$ cat src/rtl/obstacle_engine.sv
// obstacle_engine: two-slot obstacle scroller with LFSR-spaced spawning, scoring and registered collision
module obstacle_engine #(
  parameter int          SCREEN_W  = 640,
  parameter int          OBS_W     = 20,
  parameter int          OBS_H     = 40,
  parameter int          DINO_X    = 80,
  parameter int          DINO_W    = 30,
  parameter int          SPEED     = 4,
  parameter int          MIN_GAP   = 160,
  parameter logic [15:0] LFSR_SEED = 16'hACE1
) (
  input  logic       clk,
  input  logic       rst,
  input  logic       game_tick,
  input  logic [9:0] dino_y,
  input  logic       game_over,
  output logic [9:0] obs0_x,
  output logic       obs0_valid,
  output logic [9:0] obs1_x,
  output logic       obs1_valid,
  output logic       collision,
  output logic [15:0] score
);
  localparam logic [9:0]  SW   = 10'(SCREEN_W);
  localparam logic [9:0]  SP   = 10'(SPEED);
  localparam logic [9:0]  MG   = 10'(MIN_GAP);
  localparam logic [9:0]  OH   = 10'(OBS_H);
  localparam logic [10:0] XR   = 11'(DINO_X + DINO_W);
  localparam logic [10:0] XL   = 11'(DINO_X);
  localparam logic [10:0] OW   = 11'(OBS_W);
  localparam logic [15:0] SEED = LFSR_SEED == 16'h0 ? 16'h0001 : LFSR_SEED;
  localparam logic [9:0]  THR0 = MG + {3'b0, LFSR_SEED[6:0]};
  logic [1:0][9:0] x_q, x_d;
  logic [1:0]      v_q, v_d;
  logic [15:0]     score_q, score_d, lfsr_q, lfsr_d;
  logic [9:0]      gap_cnt_q, gap_cnt_d, gap_thresh_q, gap_thresh_d, gap_next;
  logic            collision_q, collision_d, adv, slot;
  logic [1:0]      ret;
  logic [16:0]     score_sum;
  logic [10:0]     gap_sum;
  assign adv       = game_tick & ~game_over;
  assign ret       = 2'(v_q[0] && x_q[0] < SP) + 2'(v_q[1] && x_q[1] < SP);
  assign score_sum = 17'(score_q) + 17'(ret);
  assign gap_sum   = {1'b0, gap_cnt_q} + {1'b0, SP};
  assign gap_next  = gap_sum[10] ? 10'h3FF : gap_sum[9:0];
  assign obs0_x     = x_q[0];
  assign obs1_x     = x_q[1];
  assign obs0_valid = v_q[0];
  assign obs1_valid = v_q[1];
  assign collision  = collision_q;
  assign score      = score_q;
  // frame advance: scroll/retire, then spawn into the lowest free slot, then step the LFSR
  always_comb begin
    x_d          = x_q;
    v_d          = v_q;
    score_d      = score_q;
    gap_cnt_d    = gap_cnt_q;
    gap_thresh_d = gap_thresh_q;
    lfsr_d       = lfsr_q;
    slot         = 1'b0;
    if (adv) begin
      for (int i = 0; i < 2; i++) begin
        v_d[i] = v_q[i] && x_q[i] >= SP;
        x_d[i] = v_d[i] ? x_q[i] - SP : x_q[i];
      end
      score_d = score_sum[16] ? 16'hFFFF : score_sum[15:0];
      lfsr_d  = {lfsr_q[14:0], lfsr_q[15] ^ lfsr_q[13] ^ lfsr_q[12] ^ lfsr_q[10]};
      slot    = v_d[0];
      if (gap_next >= gap_thresh_q && !(v_d[0] && v_d[1])) begin
        x_d[slot]    = SW;
        v_d[slot]    = 1'b1;
        gap_cnt_d    = '0;
        gap_thresh_d = MG + {3'b0, lfsr_d[6:0]};
      end else gap_cnt_d = gap_next;
    end
  end
  // overlap test in 11 bits so x+OBS_W cannot wrap
  always_comb begin
    collision_d = 1'b0;
    for (int i = 0; i < 2; i++)
      collision_d = collision_d | (v_q[i] && {1'b0, x_q[i]} < XR && {1'b0, x_q[i]} + OW > XL && dino_y < OH);
  end
  // state registers; collision refreshes every cycle, everything else only changes on advance
  always_ff @(posedge clk) begin
    if (!rst) begin
      x_q          <= '0;
      v_q          <= '0;
      score_q      <= '0;
      collision_q  <= 1'b0;
      gap_cnt_q    <= '0;
      gap_thresh_q <= THR0;
      lfsr_q       <= SEED;
    end else begin
      x_q          <= x_d;
      v_q          <= v_d;
      score_q      <= score_d;
      collision_q  <= collision_d;
      gap_cnt_q    <= gap_cnt_d;
      gap_thresh_q <= gap_thresh_d;
      lfsr_q       <= lfsr_d;
    end
  end
endmodule

$ cat config.mk
export PLATFORM = sky130hd
export DESIGN_NAME = obstacle_engine
export DESIGN_NICKNAME = d
export VERILOG_FILES = /design/src/rtl/obstacle_engine.sv
export SDC_FILE = /design/constraint.sdc
export NUM_CORES = 1
export LEC_CHECK = 0
export BUFFER_PORTS_ARGS = -buffer_cell sky130_fd_sc_hd__buf_2
export CAP_MARGIN = 10
export CORE_ASPECT_RATIO = 0.8
export CORE_MARGIN = 3
export CORE_UTILIZATION = 62
export CTS_CLUSTER_SIZE = 14
export DETAILED_ROUTE_END_ITERATION = 7
export PLACE_DENSITY_LB_ADDON = 0.1
export SETUP_SLACK_MARGIN = 0.15
export SLEW_MARGIN = 25
export SYNTH_ARGS = -nofsm -noshare
export SYNTH_HDL_FRONTEND = slang
export SYNTH_SLANG_ARGS = --single-unit
$ cat constraint.sdc
create_clock -name clk -period 5.7 [get_ports clk]
set_input_delay 0.285 -clock clk [delete_from_list [all_inputs] [get_ports clk]]
set_output_delay 0.285 -clock clk [all_outputs]
set_load 0.05 [all_outputs]
==> summary.txt, run 1 <==
Final layout
  • Area added between synthesis and finish: 11.84%
  • Utilization of the core after routing: 0.7518
  • Layout cell share with drive strength beyond 1: 0.1719
  • Fillers: between 400 and 500
  • Footprint of the multi-input gates: 2153 µm²
  • Number of diodes: 0
  • Footprint of the flip-flops and latches: 1481 µm²
  • Fin nets: between 500 and 600
  • Commonest non-fill, non-tap cells in the layout: 74 x dfxtp_1, 56 x nand2_1, 49 x buf_2
  • Commonest non-fill, non-tap cell in the layout: dfxtp_1

Routing
  • Final wirelength: approximately 8500 µm
  • Remaining antenna violation count after routing: 0
  • Routed wire per std cell: between 10 and 15 µm
  • Post-detailed-route via-to-cell ratio: 5.979
  • Number of vias after detailed routing: 3492
  • Detailed-route DRC error count: 0
  • Pre-Repair DR Iteration Count: 4
  • Detailed Route Iter0 Violations: 192

Global routing
  • Maximum number of pins on one net before global-route repair: 42
  • Sum of overflow across all layers after global routing: 0
  • Wire length of the first global-routing pass: 14660 µm
  • Overall Global Routing Usage: 0.2489
  • Via count of the first global-routing pass: 3259
  • Initial antenna violation count: 0

Floorplan
  • Num rows: 24
  • Initial Util: 0.6721
  • X dimension of the die: 93.93 µm
  • Die area: 7171 µm²
  • Placeable Area: 5705 µm²
  • I/O pin total: 53
  • Die boundary height: 76.35 µm

STA
  • Slew Limit Fails: 0
  • Final-report setup violation count: 0
  • Post-Route Setup TNS: 0 ns
  • Max Clock Skew: approximately 0.0078 ns
  • Final period util: 0.6390
  • Final Hold Vio Count: 0
  • Shortest clock period the worst path allows after layout: 3.642 ns
  • Max-slew headroom at the worst pin: 0.4887
  • Timing-limited maximum frequency: 0.2745 GHz
  • RSZ-0062 raised after global routing: false
  • Slew at the pin with the worst max-slew slack: 0.7611 ns

Critical path
  • Worst path buffer plus inverter count: 2
  • Type of element launching the critical path: flop
  • Required @ worst endpoint: just under 6 ns
  • Critical Path, Cell by Cell: inv_1 > ha_1 > or3b_4 > nor3_4 > nand3_1 > fa_1 > inv_1 > ha_1 > nand3_1 > nor3_1 > nand2_1 > a21oi_1
  • Max Fanout on Critical Path: 9
  • Setup crit end kind: flop
  • Crit path kind: reg -> reg
  • Worst-path cell with the longest stage delay: nor3_1
  • CP arrival: approximately 3.9 ns
  • CP max stage delay: 0.61 ns
  • Cell family with most CP delay: simple AND/OR/NAND/NOR gates

Placed design
  • I/O Buffers: 49
  • Placer Congestion: 0.8703
  • Placed wire-length estimate: 5917 µm

Logic synthesis
  • Largest area contributor in the netlist: dfxtp_1
  • Unique masters post-synth: a little over 60
  • Primary FF master, synth: dfxtp_1
  • Top cells by area in the synthesized netlist: dfxtp_1 39%, ha_1 6.2%, a21oi_1 5.5%
  • Post-synthesis register bit count: 74
  • Cell count after synthesis: 461
  • Netlist area before placement: around 3800 µm²
  • Sequential cell area fraction in the yosys report: 0.3863
  • Synth warnings: 0
  • Number of flops mapped to enable cells by yosys: 0
  • Async set or reset register ratio after synthesis: 0
  • Share of the synthesized area in the top cell type: 0.3863
  • Avg Synthesized Cell Area: 8.319 µm²
  • Synth Net Count: 495

Worst hold path
  • Path category of the worst min-delay check: in -> reg

Clocking
  • Maximum clock path buffer count: 2
  • Post-CTS Setup Inserts: 0
  • CTS tree: yes
  • Cts repair resizes: 0
  • Clock buffer count from CTS: 9
  • Hold-fix buffers, CTS: 0
  • Total clock sinks: 74
  • Clock latency reported for the late side of the worst-skew pair: between 0.3 and 0.4 ns
  • Clock transition at path regs: roughly 0.07 ns
  • Root Driver: clkbuf_8
  • CTS H-tree lvls: 3

Power
  • Switching Power: 0.2285 mW
  • Pwr/cell area: about 240 nW/µm²
  • Comb power frac: 0.062
  • Switching fraction of total power: 0.2262
  • Sequential fraction of design power: 0.527
  • Internal Power: 0.7816 mW
  • Clk network pwr share: 0.412
  • Reported leakage power: 1.789 nW
  • Peak VDD IR: 0.1582 mV

Status
  • Run status: finished, final reports clean

Flow run
  • Maxcap violations: 0
power groups by stage:
| stage | logic, mW | clock network (mW) | registers, mW |
|---|---|---|---|
| floorplan | 0.0426 | 0 | 0.547 |
| global placement | 0.0596 | 0 | 0.543 |
| detailed placement | 0.0615 | 0 | 0.544 |
| CTS | 0.0620 | 0.426 | 0.532 |
| global route | 0.0694 | 0.452 | 0.533 |
| finish | 0.0624 | 0.416 | 0.532 |
tightest hold or removal path, cell delays in order:
cell and delay [ns]:
buf_2 0.08, nor4_1 0.03, nand3_1 0.08, a21oi_1 0.05
layer usage:
metal | part of all wire | global-route usage | routed length, µm | up-vias
li1 | - | - | - | 1738
met1 | 0.45 | 0.3251 | 3819 | 1634
met2 | 0.47 | 0.3933 | 3987 | 110
met3 | 0.071 | 0.07700 | 605 | 10
met4 | 0.0079 | 0.07504 | 67 | 0
met5 | 0 | 0 | 0 | -
worst paths after layout:
path                   start         end  slack, ns  cells after the start
setup / recovery   obs0_x[2]   score[11]       2.06                     12
hold / removal     dino_y[6]   collision       0.22                      4
setup reg to reg   obs0_x[2]   score[11]       2.06                     12
hold reg to reg   lfsr_q[14]  lfsr_q[14]       0.46                      2
cell type report:
type | instances | share of cell area
clock buffers | 13 | 0.03938
inverters | 22 | 0.01984
clock inverters | 2 | 0.008168
multi-input cells | 343 | 0.5020
flip-flops and latches | 74 | 0.3454
repair buffers | 52 | 0.06243
well taps | 78 | 0.02275
Yosys cell counts, drive strengths merged, types with 3 or more instances:
master and instances:
nor2 36, xor2 8, dfxtp 74, nand2b 5, nand4 8, a21o 3, a31oi 9, o31ai 7
nand2 57, xnor2 8, nor3 23, a221oi 5, and3 9, mux2i 4, buf 7, nand3 39
nor2b 3, ha 19, o211ai 3, inv 22, a21oi 43, o21ai 17, a211oi 8, clkbuf 15
state kept, by name, summed over array words and instances (netlist names):
signal and flops:
score 16, obs1_x 10, v_q 2, gap_cnt_q 10
lfsr_q 16, gap_thresh_q 9, collision 1, obs0_x 10
metrics by stage:
step           instances  cell area [µm²]  hold WS [ns]  setup WS [ns]  power (mW)
3_3_place_gp         569             4085        0.4376          2.240      0.6029
2_1_floorplan        461             3835        0.4321          2.300      0.5895
6_report             584             4289        0.2241          2.058       1.010
5_1_grt              584             4289        0.2281          1.608       1.054
3_5_place_dp         569             4085        0.4455          2.163      0.6051
4_1_cts              584             4289        0.2160          2.093       1.019
cells by family after synthesis:
family	share of synthesized area
fa+ha+maj	0.06721
buf+inv	0.05285
compound gates	0.2007
mux	0.01338
flops	0.3863
simple gates	0.2431
xor+xnor	0.03654
Note: power is estimated with default switching activity, not from simulation.
==> inputs of run 2 (changes only) <==
--- a/config.mk
+++ b/config.mk
@@ -5,11 +5,12 @@
 export SDC_FILE = /design/constraint.sdc
 export NUM_CORES = 1
 export LEC_CHECK = 0
+export ABC_AREA = 1
 export BUFFER_PORTS_ARGS = -buffer_cell sky130_fd_sc_hd__buf_2
 export CAP_MARGIN = 10
 export CORE_ASPECT_RATIO = 0.8
 export CORE_MARGIN = 3
-export CORE_UTILIZATION = 62
+export CORE_UTILIZATION = 58
 export CTS_CLUSTER_SIZE = 14
 export DETAILED_ROUTE_END_ITERATION = 7
 export PLACE_DENSITY_LB_ADDON = 0.1
==> constraint.sdc (replaced) <==
create_clock -name clk -period 3.69 [get_ports clk]
set_input_delay 0.1845 -clock clk [delete_from_list [all_inputs] [get_ports clk]]
set_output_delay 0.1845 -clock clk [all_outputs]
set_load 0.05 [all_outputs]
==> run 2 against run 1 <==
Sequential power increased by 55%; register-to-register slack worse by 1.4 ns; sequential share of layout area is 1.5 points lower; synthesized area is 3.5% higher; maximum frequency rose by 20%; synthesized cell count increased by 21%; cell area rose by 4.5%; die area is 9.8% higher; global-route usage shrank 1.7 points; setup slack got worse by 1.4 ns; worst hold slack worse by 0.14 ns; final cell count increased by 19%.
==> summary.txt, run 2 <==
Final layout
  • Fillers: 585 (+28%)
  • Commonest non-fill, non-tap cells in the layout: 119 x nand2_1, 74 x dfxtp_1, 69 x inv_1
  • Commonest non-fill, non-tap cell in the layout: nand2_1
  • Final Instance Area: 4483 µm² (+4.5%)
  • Number of diodes: 0 (unchanged)
  • Area added between synthesis and finish: 12.99%
  • Layout cell share with drive strength beyond 1: 0.1691 (-0.002807)
  • Fin nets: 638 (+19%)

Critical path
  • Reg2Reg Launch Point: obs1_x[2]
  • Worst-path cell with the longest stage delay: dfxtp_1
  • Dominant cell type by count on the critical path: nand2_1
  • Crit path kind: reg -> reg
  • R2R setup slack: 0.66 ns (-1.40 ns)
  • Required @ worst endpoint: 3.99 ns (-1.97 ns)
  • Register-to-Register Path Depth: 16 (+4)
  • Setup crit end kind: flop
  • Critical Path, Cell by Cell: inv_1 > ha_1 > nand2_1 > nor2_1 > nand2_1 > fa_1 > inv_1 > ha_1 > nand4_1 > nor2_1 > nand2_1 > nor2_1 > nand2_1 > nand3_1 > nand2_1 > inv_1
  • CP arrival: 3.33 ns (-0.58 ns)
  • Capture point of the worst reg-to-reg path: score[11]
  • Type of element launching the critical path: flop
  • Max Fanout on Critical Path: 11 (+2)
  • CP max stage delay: 0.37 ns (-0.24 ns)

Routing
  • Detailed-route DRC error count: 0 (unchanged)
  • Pre-Repair DR Iteration Count: 4 (unchanged)
  • Final wirelength: 8757 µm (+3.3%)
  • Routed wire per std cell: 12.64 µm (-13%)
  • Detailed Route Iter0 Violations: 159 (-17%)
  • Number of vias after detailed routing: 3603 (+3.2%)
  • Remaining antenna violation count after routing: 0 (unchanged)
  • Post-detailed-route via-to-cell ratio: 5.199 (-13%)

Clocking
  • Post-CTS Setup Inserts: 0 (unchanged)
  • Root Driver: clkbuf_8
  • Maximum clock path buffer count: 2 (unchanged)
  • Total clock sinks: 74 (unchanged)
  • Hold-fix buffers, CTS: 0 (unchanged)
  • Clock transition at path regs: 0.08 ns (about the same)
  • CTS H-tree lvls: 3 (unchanged)
  • Clock latency reported for the late side of the worst-skew pair: 0.35 ns (about the same)
  • Clock buffer count from CTS: 9 (unchanged)
  • CTS tree: yes
  • Cts repair resizes: 0 (unchanged)

STA
  • Post-Route Setup TNS: 0 ns (unchanged)
  • Max-slew headroom at the worst pin: 0.5780 (+0.08934)
  • Slew Limit Fails: 0 (unchanged)
  • Max Clock Skew: 0.01095 ns (+0.003124 ns)
  • Final Hold Vio Count: 0 (unchanged)
  • Shortest clock period the worst path allows after layout: 3.034 ns (-0.6086 ns)
  • Timing-limited maximum frequency: 0.3296 GHz (+20%)
  • Post-layout worst setup margin: 0.6561 ns (-1.401 ns)
  • Final-report setup violation count: 0 (unchanged)
  • RSZ-0062 raised after global routing: false
  • Final period util: 0.8222 (+0.1832)
  • Slew at the pin with the worst max-slew slack: 0.6320 ns (-0.1291 ns)

Logic synthesis
  • Most instantiated cells after synthesis: 119 x nand2_1, 74 x dfxtp_1, 70 x inv_1
  • Xor and xnor fraction of the mapped netlist area: 0.03753 (+0.0009860)
  • Combinational family with the most area after synthesis: simple AND/OR/NAND/NOR gates
  • Async set or reset register ratio after synthesis: 0 (unchanged)
  • Share of the synthesized area in the top cell type: 0.3734 (-0.01291)
  • Area share of fa/ha/maj cells after synthesis: 0.06496 (-0.002247)
  • Post-synthesis register bit count: 74 (unchanged)
  • Top cells by area in the synthesized netlist: dfxtp_1 37%, nand2_1 11%, inv_1 6.6%
  • Sequential cell area fraction in the yosys report: 0.3734 (-0.01291)
  • Simple-gate share of the synthesized area: 0.3109 (+0.06788)
  • Synth warnings: 0 (unchanged)
  • Largest area contributor in the netlist: dfxtp_1
  • Primary FF master, synth: dfxtp_1
  • Cell count after synthesis: 557 (+21%)
  • Top-count cell post-synth: nand2_1
  • Avg Synthesized Cell Area: 7.123 µm² (-14%)
  • Fraction of the mapped netlist area in compound gates: 0.1173 (-0.08334)
  • Share of cell area taken by muxes after synthesis: 0.002523 (-0.01085)
  • Number of flops mapped to enable cells by yosys: 0 (unchanged)
  • Netlist area before placement: 3968 µm² (+3.5%)
  • Synth Net Count: 591 (+19%)
  • Unique masters post-synth: 40 (-34%)

Worst hold path
  • Cells on Worst Hold Path: 4 (unchanged)
  • Path category of the worst min-delay check: in -> reg
  • Worst hold start: dino_y[6]
  • Sink of the worst hold path: collision

Global routing
  • Via count of the first global-routing pass: 3423 (+5.0%)
  • Wire length of the first global-routing pass: 15120 µm (+3.1%)
  • Maximum number of pins on one net before global-route repair: 39 (-7.1%)
  • Sum of overflow across all layers after global routing: 0 (unchanged)
  • Initial antenna violation count: 0 (unchanged)
  • Overall Global Routing Usage: 0.2316 (-0.01728)

Floorplan
  • Die boundary height: 79.98 µm (+4.8%)
  • Initial Util: 0.6098 (-0.06234)
  • I/O pin total: 53 (unchanged)
  • Num rows: 26 (+8.3%)
  • X dimension of the die: 98.47 µm (+4.8%)
  • Die area: 7875 µm² (+9.8%)
  • Placeable Area: 6506 µm² (+14%)

Placed design
  • Worst slack at placement: 0.6681 ns (-1.494 ns)
  • I/O Buffers: 49 (unchanged)
  • Placer Congestion: 0.8935 (+2.7%)
  • Placement-stage cell area: 4249 µm² (+4.0%)
  • Placed wire-length estimate: 6230 µm (+5.3%)

Flow run
  • Maxcap violations: 0 (unchanged)

Status
  • Run status: finished, final reports clean

Power
  • Pwr/cell area: 371.1 nW/µm² (+58%)
  • Peak VDD IR: 0.3120 mV (+97%)
  • Reported leakage power: 2.073 nW (+16%)
  • Total power after layout: 1.664 mW (+65%)
[run 2: cell types whose count changed after synthesis, sizes merged, moves of 9 or more]
| cell | change |
|---|---|
| o21ai | +11 |
| and3 | -9 |
| nand2 | +73 |
| nor2 | +30 |
| nand3 | +12 |
| inv | +50 |
| nor3 | -15 |
[run 2: stage by stage]
stage,util,hold slack (ns),std cells
final,0.6890,0.08664,693
after global routing,0.6890,0.09973,693
after CTS,0.6890,0.08180,693
after detailed placement,0.6531,0.4448,677
after global placement,0.6531,0.4373,677
after floorplan,-,0.3470,557
[run 2: cell type report]
class                      count  area [µm²]  share of cell area
tap                           84       105.1             0.02344
timing repair buffer          52       267.8             0.05973
inverter                      73       279.0             0.06224
sequential                    74        1481              0.3304
multi-input combinational    394        2116              0.4720
clock buffer                  11       131.4             0.02931
clock inverter                 5       102.6             0.02289
[run 2: worst max-delay path, delay by kind of cell (launching register included)]
kind	cells	cell delay, ns
buffers and inverters	3	0.31
and+or+nand+nor	10	1.56
adders and majority gates	3	0.75
DFF	1	0.37
[run 2: cells by family (layout without fill, tap and decap cells)]
kind of cell / count (synthesis) / after routing
simple gates: 272 / 272
xor+xnor: 17 / 17
compound gates: 84 / 84
mux: 1 / 1
fa+ha+maj: 20 / 20
flops: 74 / 74
buf+inv: 89 / 141
[run 2: worst max-delay path by stage]
stage	from	slack, ns	endpoint
after floorplan	obs1_x[2]	0.89	score[11]
after global placement	obs1_x[2]	0.71	score[13]
after detailed placement	obs1_x[2]	0.67	score[9]
after CTS	obs1_x[2]	0.64	score[9]
after global routing	obs1_x[2]	0.28	score[9]
final	obs1_x[2]	0.66	score[11]
[run 2: routing by layer]
| layer | routed length (µm) | share of wire | vias to the layer above | GRT usage |
|---|---|---|---|---|
| li1 | - | - | 1881 | - |
| met1 | 4176 | 0.48 | 1640 | 0.2989 |
| met2 | 4120 | 0.47 | 77 | 0.3954 |
| met3 | 407 | 0.046 | 5 | 0.03930 |
| met4 | 52 | 0.0059 | 0 | 0.07503 |
| met5 | 0 | 0 | - | 0 |
[run 2: power breakdown]
part / switching [mW] / total (mW) / internal, mW
Sequential: 0.0117 / 0.826 / 0.814
Clock: 0.294 / 0.743 / 0.449
Combinational: 0.0654 / 0.0954 / 0.0300
Total: 0.371 / 1.66 / 1.29
